--- config.mk ---
export PLATFORM = sky130hd
export DESIGN_NAME = fetch_stage_flat
export DESIGN_NICKNAME = d
export VERILOG_FILES = /design/src/rtl/fetch_pkg.sv /design/src/rtl/fetch_if.sv /design/src/rtl/fetch_fifo.sv /design/src/rtl/fetch_stage.sv /design/src/flat_wrapper.sv
export SDC_FILE = /design/constraint.sdc
export NUM_CORES = 1
export LEC_CHECK = 0
export CAP_MARGIN = 20
export CORE_MARGIN = 2
export CORE_UTILIZATION = 40
export CTS_BUF_LIST = sky130_fd_sc_hd__clkbuf_8
export CTS_CLUSTER_SIZE = 10
export DETAILED_ROUTE_END_ITERATION = 12
export PLACE_DENSITY = 0.65
export RECOVER_POWER = 25
export SYNTH_ARGS = -nofsm -noshare
export SYNTH_HDL_FRONTEND = slang
export SYNTH_SLANG_ARGS = --single-unit
export TNS_END_PERCENT = 5
--- constraint.sdc ---
create_clock -name clk -period 14.2 [get_ports clk]
set_clock_uncertainty 0.15 [all_clocks]
set_input_delay 2.84 -clock clk [delete_from_list [all_inputs] [get_ports clk]]
set_output_delay 2.84 -clock clk [all_outputs]
set_load 0.02 [all_outputs]
--- src/rtl/fetch_pkg.sv ---
// Shared constants and types for the instruction fetch stage.
package fetch_pkg;

  localparam logic [31:0] NOP_INSTR        = 32'h0000_0013;
  localparam int unsigned INSTR_BYTES      = 4;
  localparam logic [31:0] RESET_PC_DEFAULT = 32'h0000_0000;

  // What happens to the memory word returning this cycle.
  typedef enum logic [1:0] {
    RSP_NONE,
    RSP_PUSH,
    RSP_DROP
  } rsp_action_t;

endpackage

--- src/rtl/fetch_if.sv ---
// Fetch-stage bus: instruction-memory request/response, redirect, decode handshake.
interface fetch_if #(
  parameter int unsigned DATA_WIDTH = 32
);

  logic                  imem_req_valid;
  logic [DATA_WIDTH-1:0] imem_addr;
  logic [DATA_WIDTH-1:0] imem_rdata;
  logic                  redirect_valid;
  logic [DATA_WIDTH-1:0] redirect_pc;
  logic                  instr_valid;
  logic                  instr_ready;
  logic [DATA_WIDTH-1:0] instr;
  logic [DATA_WIDTH-1:0] instr_pc;

  modport master (
    output imem_req_valid, imem_addr, instr_valid, instr, instr_pc,
    input  imem_rdata, redirect_valid, redirect_pc, instr_ready
  );

  modport slave (
    input  imem_req_valid, imem_addr, instr_valid, instr, instr_pc,
    output imem_rdata, redirect_valid, redirect_pc, instr_ready
  );

endinterface

--- src/rtl/fetch_fifo.sv ---
// Synchronous FIFO of {instr, pc} pairs with flush; head outputs read NOP/0 when empty.
module fetch_fifo
  import fetch_pkg::*;
#(
  parameter int unsigned WIDTH = 32,
  parameter int unsigned DEPTH = 2
) (
  input  logic                     clk,
  input  logic                     rst,
  input  logic                     flush,
  input  logic                     push,
  input  logic [WIDTH-1:0]         push_instr,
  input  logic [WIDTH-1:0]         push_pc,
  input  logic                     pop,
  output logic                     head_valid,
  output logic [WIDTH-1:0]         head_instr,
  output logic [WIDTH-1:0]         head_pc,
  output logic [$clog2(DEPTH):0]   count
);

  localparam int unsigned AW = $clog2(DEPTH);

  logic [WIDTH-1:0] instr_mem [DEPTH];
  logic [WIDTH-1:0] pc_mem    [DEPTH];
  logic [AW-1:0]    rd_ptr;
  logic [AW-1:0]    wr_ptr;
  logic             full;
  logic             pop_ok;

  always_comb begin
    head_valid = (count != '0);
    full       = (count == (AW+1)'(DEPTH));
    pop_ok     = pop && head_valid;
    head_instr = head_valid ? instr_mem[rd_ptr] : WIDTH'(NOP_INSTR);
    head_pc    = head_valid ? pc_mem[rd_ptr]    : '0;
  end

  // Power-of-two depth lets the pointers wrap by plain overflow.
  always_ff @(posedge clk) begin
    if (rst || flush) begin
      rd_ptr <= '0;
      wr_ptr <= '0;
      count  <= '0;
    end else begin
      if (push) begin
        instr_mem[wr_ptr] <= push_instr;
        pc_mem[wr_ptr]    <= push_pc;
        wr_ptr            <= wr_ptr + 1'b1;
      end
      if (pop_ok) begin
        rd_ptr <= rd_ptr + 1'b1;
      end
      unique case ({push, pop_ok})
        2'b10:   count <= count + 1'b1;
        2'b01:   count <= count - 1'b1;
        default: count <= count;
      endcase
    end
  end

  always_ff @(posedge clk) begin
    if (!rst && !flush) begin
      assert (!(push && !pop_ok && full));
    end
  end

endmodule

--- src/rtl/fetch_stage.sv ---
// Instruction fetch stage: owns the fetch PC, issues one request per cycle under
// a credit rule, buffers returned words in fetch_fifo, and flushes on redirect.
module fetch_stage
  import fetch_pkg::*;
#(
  parameter int unsigned           DATA_WIDTH = 32,
  parameter int unsigned           DEPTH      = 2,
  parameter logic [DATA_WIDTH-1:0] RESET_PC   = DATA_WIDTH'(RESET_PC_DEFAULT)
) (
  input  logic    clk,
  input  logic    rst,
  fetch_if.master bus
);

  localparam int unsigned CW = $clog2(DEPTH) + 1;
  localparam logic [DATA_WIDTH-1:0] PC_STEP    = DATA_WIDTH'(INSTR_BYTES);
  localparam logic [DATA_WIDTH-1:0] ALIGN_MASK = DATA_WIDTH'(INSTR_BYTES - 1);

  logic [DATA_WIDTH-1:0] fetch_pc;
  logic [DATA_WIDTH-1:0] tag_pc;
  logic                  inflight;
  logic [CW-1:0]         count;
  logic                  flush;
  logic                  deq;
  logic                  issue;
  logic                  push;
  logic [CW:0]           credit_used;
  rsp_action_t           rsp;

  logic                  head_valid;
  logic [DATA_WIDTH-1:0] head_instr;
  logic [DATA_WIDTH-1:0] head_pc;
  logic                  out_valid;

  // The returning word is pushed in the same cycle it appears; a redirect or
  // reset in that cycle simply drops it, which is the in-flight kill.
  always_comb begin
    flush       = rst || bus.redirect_valid;
    out_valid   = head_valid && !rst;
    deq         = out_valid && bus.instr_ready;
    credit_used = {1'b0, count} + {{CW{1'b0}}, inflight} - {{CW{1'b0}}, deq};
    issue       = !flush && (credit_used < (CW+1)'(DEPTH));
    if (!inflight) begin
      rsp = RSP_NONE;
    end else if (flush) begin
      rsp = RSP_DROP;
    end else begin
      rsp = RSP_PUSH;
    end
    push = (rsp == RSP_PUSH);
  end

  always_ff @(posedge clk) begin
    if (rst) begin
      fetch_pc <= RESET_PC;
      tag_pc   <= '0;
      inflight <= 1'b0;
    end else if (bus.redirect_valid) begin
      fetch_pc <= bus.redirect_pc & ~ALIGN_MASK;
      inflight <= 1'b0;
    end else begin
      inflight <= issue;
      if (issue) begin
        tag_pc   <= fetch_pc;
        fetch_pc <= fetch_pc + PC_STEP;
      end
    end
  end

  fetch_fifo #(
    .WIDTH (DATA_WIDTH),
    .DEPTH (DEPTH)
  ) u_fifo (
    .clk        (clk),
    .rst        (rst),
    .flush      (bus.redirect_valid),
    .push       (push),
    .push_instr (bus.imem_rdata),
    .push_pc    (tag_pc),
    .pop        (deq),
    .head_valid (head_valid),
    .head_instr (head_instr),
    .head_pc    (head_pc),
    .count      (count)
  );

  always_comb begin
    bus.imem_req_valid = issue;
    bus.imem_addr      = fetch_pc;
    bus.instr_valid    = out_valid;
    bus.instr          = out_valid ? head_instr : DATA_WIDTH'(NOP_INSTR);
    bus.instr_pc       = out_valid ? head_pc : '0;
  end

endmodule

--- src/flat_wrapper.sv ---
// flat-port wrapper written by rule: the top's interface ports become plain ports
module fetch_stage_flat import fetch_pkg::*;
#(
  parameter int unsigned           DATA_WIDTH = 32,
  parameter int unsigned           DEPTH      = 2,
  parameter logic [DATA_WIDTH-1:0] RESET_PC   = DATA_WIDTH'(RESET_PC_DEFAULT)
)
  (clk, rst, bus_imem_req_valid, bus_imem_addr, bus_instr_valid, bus_instr, bus_instr_pc, bus_imem_rdata, bus_redirect_valid, bus_redirect_pc, bus_instr_ready);
  fetch_if #(.DATA_WIDTH(DATA_WIDTH)) bus_i ();
  input  logic clk;
  input  logic rst;
  output wire logic [$bits(bus_i.imem_req_valid)-1:0] bus_imem_req_valid;
  output wire logic [$bits(bus_i.imem_addr)-1:0] bus_imem_addr;
  output wire logic [$bits(bus_i.instr_valid)-1:0] bus_instr_valid;
  output wire logic [$bits(bus_i.instr)-1:0] bus_instr;
  output wire logic [$bits(bus_i.instr_pc)-1:0] bus_instr_pc;
  input wire logic [$bits(bus_i.imem_rdata)-1:0] bus_imem_rdata;
  input wire logic [$bits(bus_i.redirect_valid)-1:0] bus_redirect_valid;
  input wire logic [$bits(bus_i.redirect_pc)-1:0] bus_redirect_pc;
  input wire logic [$bits(bus_i.instr_ready)-1:0] bus_instr_ready;
  assign bus_imem_req_valid = bus_i.imem_req_valid;
  assign bus_imem_addr = bus_i.imem_addr;
  assign bus_instr_valid = bus_i.instr_valid;
  assign bus_instr = bus_i.instr;
  assign bus_instr_pc = bus_i.instr_pc;
  assign bus_i.imem_rdata = bus_imem_rdata;
  assign bus_i.redirect_valid = bus_redirect_valid;
  assign bus_i.redirect_pc = bus_redirect_pc;
  assign bus_i.instr_ready = bus_instr_ready;
  fetch_stage #(.DATA_WIDTH(DATA_WIDTH), .DEPTH(DEPTH), .RESET_PC(RESET_PC)) u_core (.clk(clk), .rst(rst), .bus(bus_i));
endmodule
Word level (Yosys, flattened, before mapping)
Memories as Yosys holds them, arrays and structs flattened. A register that Yosys moved wholly into a read port is not among the register bits.
Cells that the tools add are included.
{"block": "totals", "inputBits": 68, "out_inout_bits": 98, "mem_bits_rw": 128, "memories": 2, "ff_bits": 69, "wordCells": 49}
{"block": "classes", "eq_ne": 3, "n_reduce_logical": 12, "n_lt_le_gt_ge": 1, "bitwise_logic": 1, "addsub": 7, "n_mux": 16}
{"memory": "u_core.u_fifo.instr_mem", "words": 2, "width": 32, "read_ports": 1, "rd_ports_with_merged_regs": 1, "wr": 1, "line": "fetch_fifo.sv:23", "source": "logic [WIDTH-1:0] instr_mem [DEPTH];"}
{"memory": "u_core.u_fifo.pc_mem", "words": 2, "width": 32, "read_ports": 1, "rd_ports_with_merged_regs": 1, "wr": 1, "line": "fetch_fifo.sv:24", "source": "logic [WIDTH-1:0] pc_mem [DEPTH];"}
{"operator": "two-way mux 32 bit", "count": 6}
{"operator": "adder 32 x 3 -> 32 bit (second input constant)", "count": 1}
{"operator": "two-way mux 1 bit", "count": 7}
{"operator": "nonzero test 2 bit", "count": 3}
{"operator": "equality test 2 x 1 -> 1 bit (second input constant)", "count": 2}
{"operator": "logical AND 1 bit", "count": 4}
{"operator": "two-way mux 2 bit", "count": 2}
{"operator": "case mux 2 bit (2 select lines)", "count": 1}
{"operator": "adder 2 x 1 -> 3 bit", "count": 1}
{"operator": "< comparator 3 x 2 -> 1 bit (second input constant)", "count": 1}
{"operator": "subtractor 3 x 1 -> 3 bit", "count": 1}
{"operator": "adder 1 bit (second input constant)", "count": 2}
{"operator": "adder 2 x 1 -> 2 bit (second input constant)", "count": 1}
{"operator": "equality test 2 bit (second input constant)", "count": 1}
{"operator": "logical NOT 1 bit", "count": 2}
{"operator": "AND reduction 2 bit", "count": 1}
{"operator": "OR reduction 2 bit", "count": 1}
{"operator": "subtractor 2 x 1 -> 2 bit (second input constant)", "count": 1}
{"operator": "logical OR 1 bit", "count": 1}
{"operator": "NOT 1 bit", "count": 1}

Depth between registers and ports, before layout
Gate-level depths: netlist of the first run.
{"block": "depth", "depth_word": 8, "depth_mapped": 16, "mapped_depth_nobuf": 13}

Cells and area by module
From an unflattened synthesis of the first run, not the netlist that was laid out.
{"block": "unflattened", "cells_unflattened": 726, "hier_area_um2": 8339.2}
{"mod": "fetch_fifo", "seq_area_each_um2": 3943.8, "area_each_um2": 5027.3, "instances": 1, "cells_per_inst": 294}
{"mod": "fetch_stage", "seq_area_each_um2": 1221.2, "area_each_um2": 3311.9, "instances": 1, "cells_per_inst": 432}

Worst setup path after synthesis of the first run
No wires, ideal clock.
{"block": "synth_timing", "path_kind": "input -> output", "start": "input rst", "end": "output bus_imem_req_valid", "t_arrival_ns": 5.133, "setup_slack_ns": 6.077, "required_time_ns": 11.210, "path_buffers": 4, "cell_stages": 13, "path_cell_list": "or2_1 > clkbuf_1 > inv_2 > and2_1 > ha_1 > nand2b_1 > fa_1 > xnor2_1 > nand3_1 > inv_1 > buf_2 > buf_4 > buf_2"}
{"block": "synth_via", "elab_chain_len": 6, "word_cells_on_any_way": 8, "cone_classes": "add/sub (1); order compare (1); reduce/logical (6)"}
{"element": "start: declaration", "line": "flat_wrapper.sv:11", "source": "input logic rst;"}
{"element": "logical NOT 1 bit", "line": "fetch_stage.sv:39", "source": "out_valid = head_valid && !rst;"}
{"element": "logical AND 1 bit", "line": "fetch_stage.sv:39"}
{"element": "net bus_instr_valid", "line": "flat_wrapper.sv:14", "source": "output wire logic [$bits(bus_i.instr_valid)-1:0] bus_instr_valid;"}
{"element": "logical AND 1 bit", "line": "fetch_stage.sv:40", "source": "deq = out_valid && bus.instr_ready;"}
{"element": "subtractor 3 x 1 -> 3 bit", "line": "fetch_stage.sv:41", "source": "credit_used = {1'b0, count} + {{CW{1'b0}}, inflight} - {{CW{1'b0}}, deq};"}
{"element": "< comparator 3 x 2 -> 1 bit", "line": "fetch_stage.sv:42", "source": "issue = !flush && (credit_used < (CW+1)'(DEPTH));"}
{"element": "logical AND 1 bit", "line": "fetch_stage.sv:42"}
{"element": "end: declaration", "line": "flat_wrapper.sv:12", "source": "output wire logic [$bits(bus_i.imem_req_valid)-1:0] bus_imem_req_valid;"}
The timed path passes the listed nets, and every way through them passes these cells.

Worst setup path in the final report of the first run
{"block": "layout_timing", "start": "input rst", "end": "output bus_imem_req_valid"}
{"block": "layout_via", "elab_chain_len": 6, "word_cells_on_any_way": 8, "cone_classes": "add/sub (1); order compare (1); reduce/logical (6)"}
{"element": "logical NOT 1 bit", "line": "fetch_stage.sv:39"}
{"element": "logical AND 1 bit", "line": "fetch_stage.sv:39"}
{"element": "logical AND 1 bit", "line": "fetch_stage.sv:40"}
{"element": "subtractor 3 x 1 -> 3 bit", "line": "fetch_stage.sv:41"}
{"element": "< comparator 3 x 2 -> 1 bit", "line": "fetch_stage.sv:42"}
{"element": "logical AND 1 bit *", "line": "fetch_stage.sv:42"}
Every way passes the cells marked *; elsewhere a longest branch is shown, timed or not.

==> impl_metrics.py, run 1 <==
metrics = {
    "status": {
        "status": "complete, no violations",
    },
    "worst_setup_path": {
        "slowest_stage": "clkdlybuf4s50_1",
        "path_cells": "buf_2 -> buf_4 -> or2_2 -> buf_4 -> inv_2 -> and2_1 -> ha_1 -> nand2b_1 -> fa_1 -> xnor2_1 -> nand3_2 -> buf_4 -> inv_1 -> clkdlybuf4s50_1",
        "crit_buf_inv": 7,
        "arrival_ps": 6980,
        "worst-path-max-fanout": 66,
        "crit_top_cell": "buf_4",
        "end_kind": "primary output",
        "worstPathRequired_ps": 11210,
        "worstSetupStartpointType": "input port",
        "path_class": "input port to primary output",
        "crit_family": "buffers and inverters",
        "slowest_delay_ps": 580,
    },
    "sta": {
        "slew_headroom_pct": 26.8,
        "slew_viol_final": 0,
        "max_freq_mhz": 100,
        "fin_crit_ps": 9970,
        "fin_crit_sh_pct": 70.2,
        "setup_violations": 0,
        "worst_slew_pin_slew_ps": 1100,
        "fin_setup_tns_ps": 0,
        "finalHoldViolCount": 0,
        "grt_setup_unrepaired": "false",
        "whs_ps": 312,
    },
    "clock_network": {
        "cts_resized": 0,
        "cts_buffers": 17,
        "cts_sinks": 190,
        "cts_htree_levels": 4,
        "cts_root_buf": "clkbuf_8",
        "cts_setup_buffers": 0,
        "cts_tree": "yes",
        "insertion_delay_ps": 450,
        "cts.clk_slew.worst_paths_ps": 90,
        "hold_buffers": 0,
        "cts_max_path_buffers": 2,
    },
    "pwr": {
        "total_power_w": 0.00103,
        "p_leak_nw": 3.22,
        "ir_drop_mv": 0.0585,
        "p_per_area_nw_per_um2": 103,
    },
    "route": {
        "route.detailed.drc": 0,
        "post_drt_wl_per_cell_um": 15.7,
        "ant_nets": 0,
        "drtIter0Drc": 335,
        "vias_per_cell": 5.12,
        "drt_wl_total_um": 17000,
        "dr_total_vias": 5549,
        "drtPass1Iterations": 5,
    },
    "layout": {
        "n_fill_cell": 1701,
        "diodes": 0,
        "final_net_count": 877,
        "fin_util_pct": 51.8,
        "stdcell_area_um2": 9970,
        "layout-drive-gt1-share_pct": 6.85,
        "final_cell_mix": "136 x clkdlybuf4s50_1, 124 x edfxtp_1, 88 x nand2_1",
        "syn2layout_area_growth_pct": 28.2,
        "final_common_cell": "clkdlybuf4s50_1",
    },
    "synth": {
        "synth-seq-cells": 190,
        "synth_seq_area_share_pct": 64.8,
        "ys_warn_count": 0,
        "ys.flop_type": "edfxtp_1",
        "syn_avg_cell_area_um2": 11.8,
        "synth-async-reset-ratio_pct": 0,
        "synth_edf_count": 124,
        "synthCells": 659,
        "synth.distinct_cells": 53,
        "synthesis.area_um2": 7780,
    },
    "global_routing": {
        "grt_max_degree": 67,
        "antenna_found_initial": 0,
        "grt_pass1_wl_um": 26300,
        "track_usage_pct": 16.4,
        "grt_pass1_vias": 5223,
        "overflow": 0,
    },
    "placed_design": {
        "place_hpwl_um": 10700,
        "post_dp_cell_area_um2": 9600,
        "routabilityCongestion": 0.859,
        "port_buffers": 159,
    },
    "die": {
        "rows": 51,
        "core_um2": 19300,
        "die_area_um2": 20600,
        "ioPinCount": 166,
        "start_util_pct": 40.4,
        "die_height_um": 143,
        "die_width_um": 143,
    },
    "job": {
        "drv_cap": 0,
    },
    "hold_path": {
        "hold_path.class": "flip-flop to flip-flop",
    },
}
## per-layer routing
layer | track usage (%) | vias up | wire [um]
met3 | 4.03 | 15 | 1050
met1 | 21.5 | 2679 | 7730
met5 | 0 | - | 0
met2 | 27.0 | 199 | 8030
li1 | - | 2656 | -
met4 | 4.90 | 0 | 203
## Yosys cell counts, drive strengths merged (2+ instances only)
cell type,n,area share [%]
nor3,8,0.58
nand4,15,1.4
o22ai,6,0.48
nor4,4,0.59
inv,10,0.48
nand3,12,0.90
or4,3,0.34
and3,7,0.58
o21ai,9,0.58
or3,3,0.24
a22oi,3,0.29
a32oi,3,0.34
edfxtp,124,48
and2,12,0.96
xor2,7,0.79
nand2b,2,0.16
a2bb2oi,2,0.23
nand2,89,4.3
nand3b,2,0.19
a21oi,51,3.3
nor2,77,3.7
ha,3,0.48
dfxtp,66,17
clkbuf,22,1.1
a31oi,14,1.1
mux2i,63,8.1
xnor2,5,0.56
buf,20,1.3
o211ai,4,0.39
mux2,5,0.72
## cell type report
| class | count | area [um^2] | area share (%) |
|---|---|---|---|
| flip-flops and latches | 190 | 5050 | 50.6 |
| multi-input cells | 420 | 2540 | 25.5 |
| repair buffers | 166 | 1640 | 16.4 |
| well taps | 265 | 332 | 3.32 |
| clock buffers | 17 | 234 | 2.35 |
| clock inverters | 15 | 145 | 1.46 |
| inverters | 10 | 37.5 | 0.376 |
## logic make-up after synthesis
family | count (synthesis) | share of synthesized area [%]
other cells | 1 | 0.0482
simple gates | 235 | 14.1
mux | 68 | 8.83
compound gates | 97 | 7.27
flops | 190 | 64.8
buf+inv | 52 | 2.86
fa+ha+maj | 4 | 0.740
xor+xnor | 12 | 1.35
## sequential cells by signal, indices dropped and copies added, names as in the netlist, named ones only
signal,cells
u_core.tag_pc,30
u_core.u_fifo.instr_mem,64
u_core.u_fifo.wr_ptr,1
u_core.bus.imem_addr,30
u_core.inflight,1
u_core.u_fifo.rd_ptr,1
u_core.u_fifo.pc_mem,60
u_core.u_fifo.count,2
## per-stage QoR
| stage | setup slack, ps | cells |
|---|---|---|
| after floorplan | 6080 | 662 |
| after global placement | 4330 | 1051 |
| after detailed placement | 4260 | 1051 |
| after CTS | 4220 | 1083 |
| after global routing | 3920 | 1083 |
| final | 4230 | 1083 |
## report_power, final
| part | internal (W) | switching [W] |
|---|---|---|
| logic | 0.0000368 | 0.0000394 |
| clock network | 0.000156 | 0.000186 |
| registers | 0.000598 | 0.0000153 |
| total | 0.000790 | 0.000241 |
## path summary, 6_finish.rpt
path                                             start                          end  slack [ps]  depth (start not counted)
worst max-delay path                               rst           bus_imem_req_valid        4230                         14
worst min-delay path                 u_core.tag_pc[21]  u_core.u_fifo.pc_mem[0][21]         310                          0
worst max register to register  u_core.u_fifo.count[1]     u_core.bus.imem_addr[20]        9370                         16
worst min register to register       u_core.tag_pc[21]  u_core.u_fifo.pc_mem[0][21]         310                          0
(Power assumes the default switching activity.)
==> run 2: changes to the inputs <==
--- a/config.mk
+++ b/config.mk
@@ -11,7 +11,7 @@
 export CTS_BUF_LIST = sky130_fd_sc_hd__clkbuf_8
 export CTS_CLUSTER_SIZE = 10
 export DETAILED_ROUTE_END_ITERATION = 12
-export PLACE_DENSITY = 0.65
+export PLACE_DENSITY = 0.68
 export RECOVER_POWER = 25
 export SYNTH_ARGS = -nofsm -noshare
 export SYNTH_HDL_FRONTEND = slang
==> constraint.sdc (replaced) <==
create_clock -name clk -period 8 [get_ports clk]
set_clock_uncertainty 0.15 [all_clocks]
set_input_delay 1.6 -clock clk [delete_from_list [all_inputs] [get_ports clk]]
set_output_delay 1.6 -clock clk [all_outputs]
set_load 0.02 [all_outputs]
==> run 2 against run 1 <==
  * Count of clock-buffer cells in the layout grew 2
  * Via count shrank 1.8%
  * Die area is the same
  * Combinational power grew 77%
  * Final cell count is essentially flat
  * Hold slack lost 3.7 ps
  * Critical endpoint unchanged
  * Largest cell class unchanged
==> impl_metrics.py, run 2 (synthesis results as in run 1) <==
metrics = {
    "layout": {
        "regMostFlops": "u_core.u_fifo.instr_mem",
        "largest_reg_flops": 64,
        "final_cell_mix": "136 x clkdlybuf4s50_1, 124 x edfxtp_1, 88 x nand2_1",
        "syn2layout_area_growth_pct": 28.9,
        "layout-drive-gt1-share_pct": 6.84,
        "stdcell_area_um2": 10000,
        "diodes": 0,
        "layout.cells.non_filler": 1084,
        "final_common_cell": "clkdlybuf4s50_1",
        "top_regs": "u_core.u_fifo.instr_mem: 64 flops, u_core.u_fifo.pc_mem: 60 flops",
        "final_net_count": 878,
        "fin_util_pct": 52.1,
    },
    "sta": {
        "grt_setup_unrepaired": "false",
        "worst_slew_pin_slew_ps": 722,
        "finalHoldViolCount": 0,
        "fin_crit_ps": 5790,
        "slew_viol_final": 0,
        "slew_headroom_pct": 51.7,
        "setup_violations": 0,
        "fin_crit_sh_pct": 72.4,
        "fin_setup_tns_ps": 0,
        "max_freq_mhz": 173,
        "setup_slack_ps": 2210,
    },
    "hold_path": {
        "hold_path.class": "flip-flop to flip-flop",
    },
    "clock_network": {
        "cts_buffers": 17,
        "cts_htree_levels": 4,
        "cts_setup_buffers": 0,
        "cts.clk_slew.worst_paths_ps": 90,
        "cts_sinks": 190,
        "cts_tree": "yes",
        "cts_max_path_buffers": 2,
        "cts_root_buf": "clkbuf_8",
        "insertion_delay_ps": 450,
        "cts_resized": 0,
        "hold_buffers": 0,
    },
    "worst_setup_path": {
        "worstPathRequired_ps": 6250,
        "worstSetupStartpointType": "input port",
        "end_kind": "primary output",
        "slowest_delay_ps": 620,
        "arrival_ps": 4040,
        "slowest_stage": "clkdlybuf4s50_1",
        "worst-path-max-fanout": 6,
        "path_class": "input port to primary output",
        "path_cells": "buf_2 -> or2_2 -> inv_2 -> and2_1 -> ha_1 -> nand2b_1 -> fa_1 -> xnor2_1 -> nand3_2 -> inv_1 -> clkdlybuf4s50_1",
    },
    "route": {
        "post_drt_wl_per_cell_um": 15.7,
        "route.detailed.drc": 0,
        "drtPass1Iterations": 4,
        "dr_total_vias": 5449,
        "drtIter0Drc": 325,
        "vias_per_cell": 5.03,
        "ant_nets": 0,
        "drt_wl_total_um": 17000,
    },
    "global_routing": {
        "grt_pass1_vias": 5093,
        "overflow": 0,
        "grt_max_degree": 66,
        "grt_pass1_wl_um": 27000,
        "track_usage_pct": 16.9,
        "antenna_found_initial": 0,
    },
    "pwr": {
        "p_leak_nw": 3.26,
        "switching_share_pct": 22.3,
        "switching_power_w": 0.000416,
        "combPwrFrac_pct": 7.2,
        "ir_drop_mv": 0.103,
        "intPower_w": 0.00145,
        "p_per_area_nw_per_um2": 186,
        "pwr-share-clk_pct": 34.5,
        "sequentialPowerShare_pct": 58.3,
    },
    "die": {
        "start_util_pct": 40.4,
        "die_area_um2": 20600,
        "ioPinCount": 166,
        "die_height_um": 143,
        "rows": 51,
        "die_width_um": 143,
        "core_um2": 19300,
    },
    "placed_design": {
        "pre_cts_ws_ps": 2160,
        "post_dp_cell_area_um2": 9600,
        "place_hpwl_um": 10800,
        "port_buffers": 159,
        "dp.cells": 1051,
        "routabilityCongestion": 0.810,
    },
    "status": {
        "status": "complete, no violations",
    },
    "job": {
        "drv_cap": 0,
    },
}
[run 2: changes by cell type in the layout (fill, tap and decap cells not counted), moves of 2 or more]
cell	before	now
clkbuf_8	17	19
clkinv_2	2	0
inv_1	10	12
inv_4	0	3
inv_6	4	0
[run 2: per-layer routing]
layer / vias up / global-route usage (%) / wire (um)
met4: 0 / 5.06 / 212
li1: 2659 / - / -
met1: 2591 / 23.6 / 7830
met2: 185 / 26.1 / 8000
met3: 14 / 4.37 / 984
met5: - / 0 / 0
[run 2: cell type report]
| class | instances | area [um^2] |
|---|---|---|
| Clock buffer | 19 | 262 |
| Clock inverter | 13 | 149 |
| Fill cell | 1743 | 9240 |
| Inverter | 10 | 37.5 |
| Multi-Input combinational cell | 420 | 2540 |
| Sequential cell | 190 | 5050 |
| Tap cell | 265 | 332 |
| Timing Repair Buffer | 167 | 1670 |
[run 2: final timing paths]
path	cells after the start	startpoint	endpoint	slack, ps
worst max-delay path	11	rst	bus_imem_req_valid	2210
worst min-delay path	0	u_core.tag_pc[26]	u_core.u_fifo.pc_mem[1][26]	310
worst max register to register	14	u_core.u_fifo.count[1]	u_core.bus.imem_addr[20]	4340
worst min register to register	0	u_core.tag_pc[26]	u_core.u_fifo.pc_mem[1][26]	310
[run 2: critical path: cells and delay by family]
family,cells,cell delay [ps]
xor+xnor,1,180
fa+ha+maj,2,600
buf+inv,4,940
simple gates,4,720
[run 2: power groups by stage]
| stage | sequential [W] | combinational [W] | clock, W |
|---|---|---|---|
| after floorplan | 0.00111 | 0.0000561 | 0 |
| after global placement | 0.00111 | 0.000135 | 0 |
| after detailed placement | 0.00111 | 0.000137 | 0 |
| after CTS | 0.00109 | 0.000138 | 0.000662 |
| after global routing | 0.00109 | 0.000147 | 0.000706 |
| final | 0.00109 | 0.000135 | 0.000643 |
[run 2: metrics by stage]
step | total power (W) | hold slack, ps
floorplan | 0.00117 | 275
global placement | 0.00124 | 284
detailed placement | 0.00125 | 288
CTS | 0.00189 | 312
global route | 0.00194 | 326
finish | 0.00187 | 308
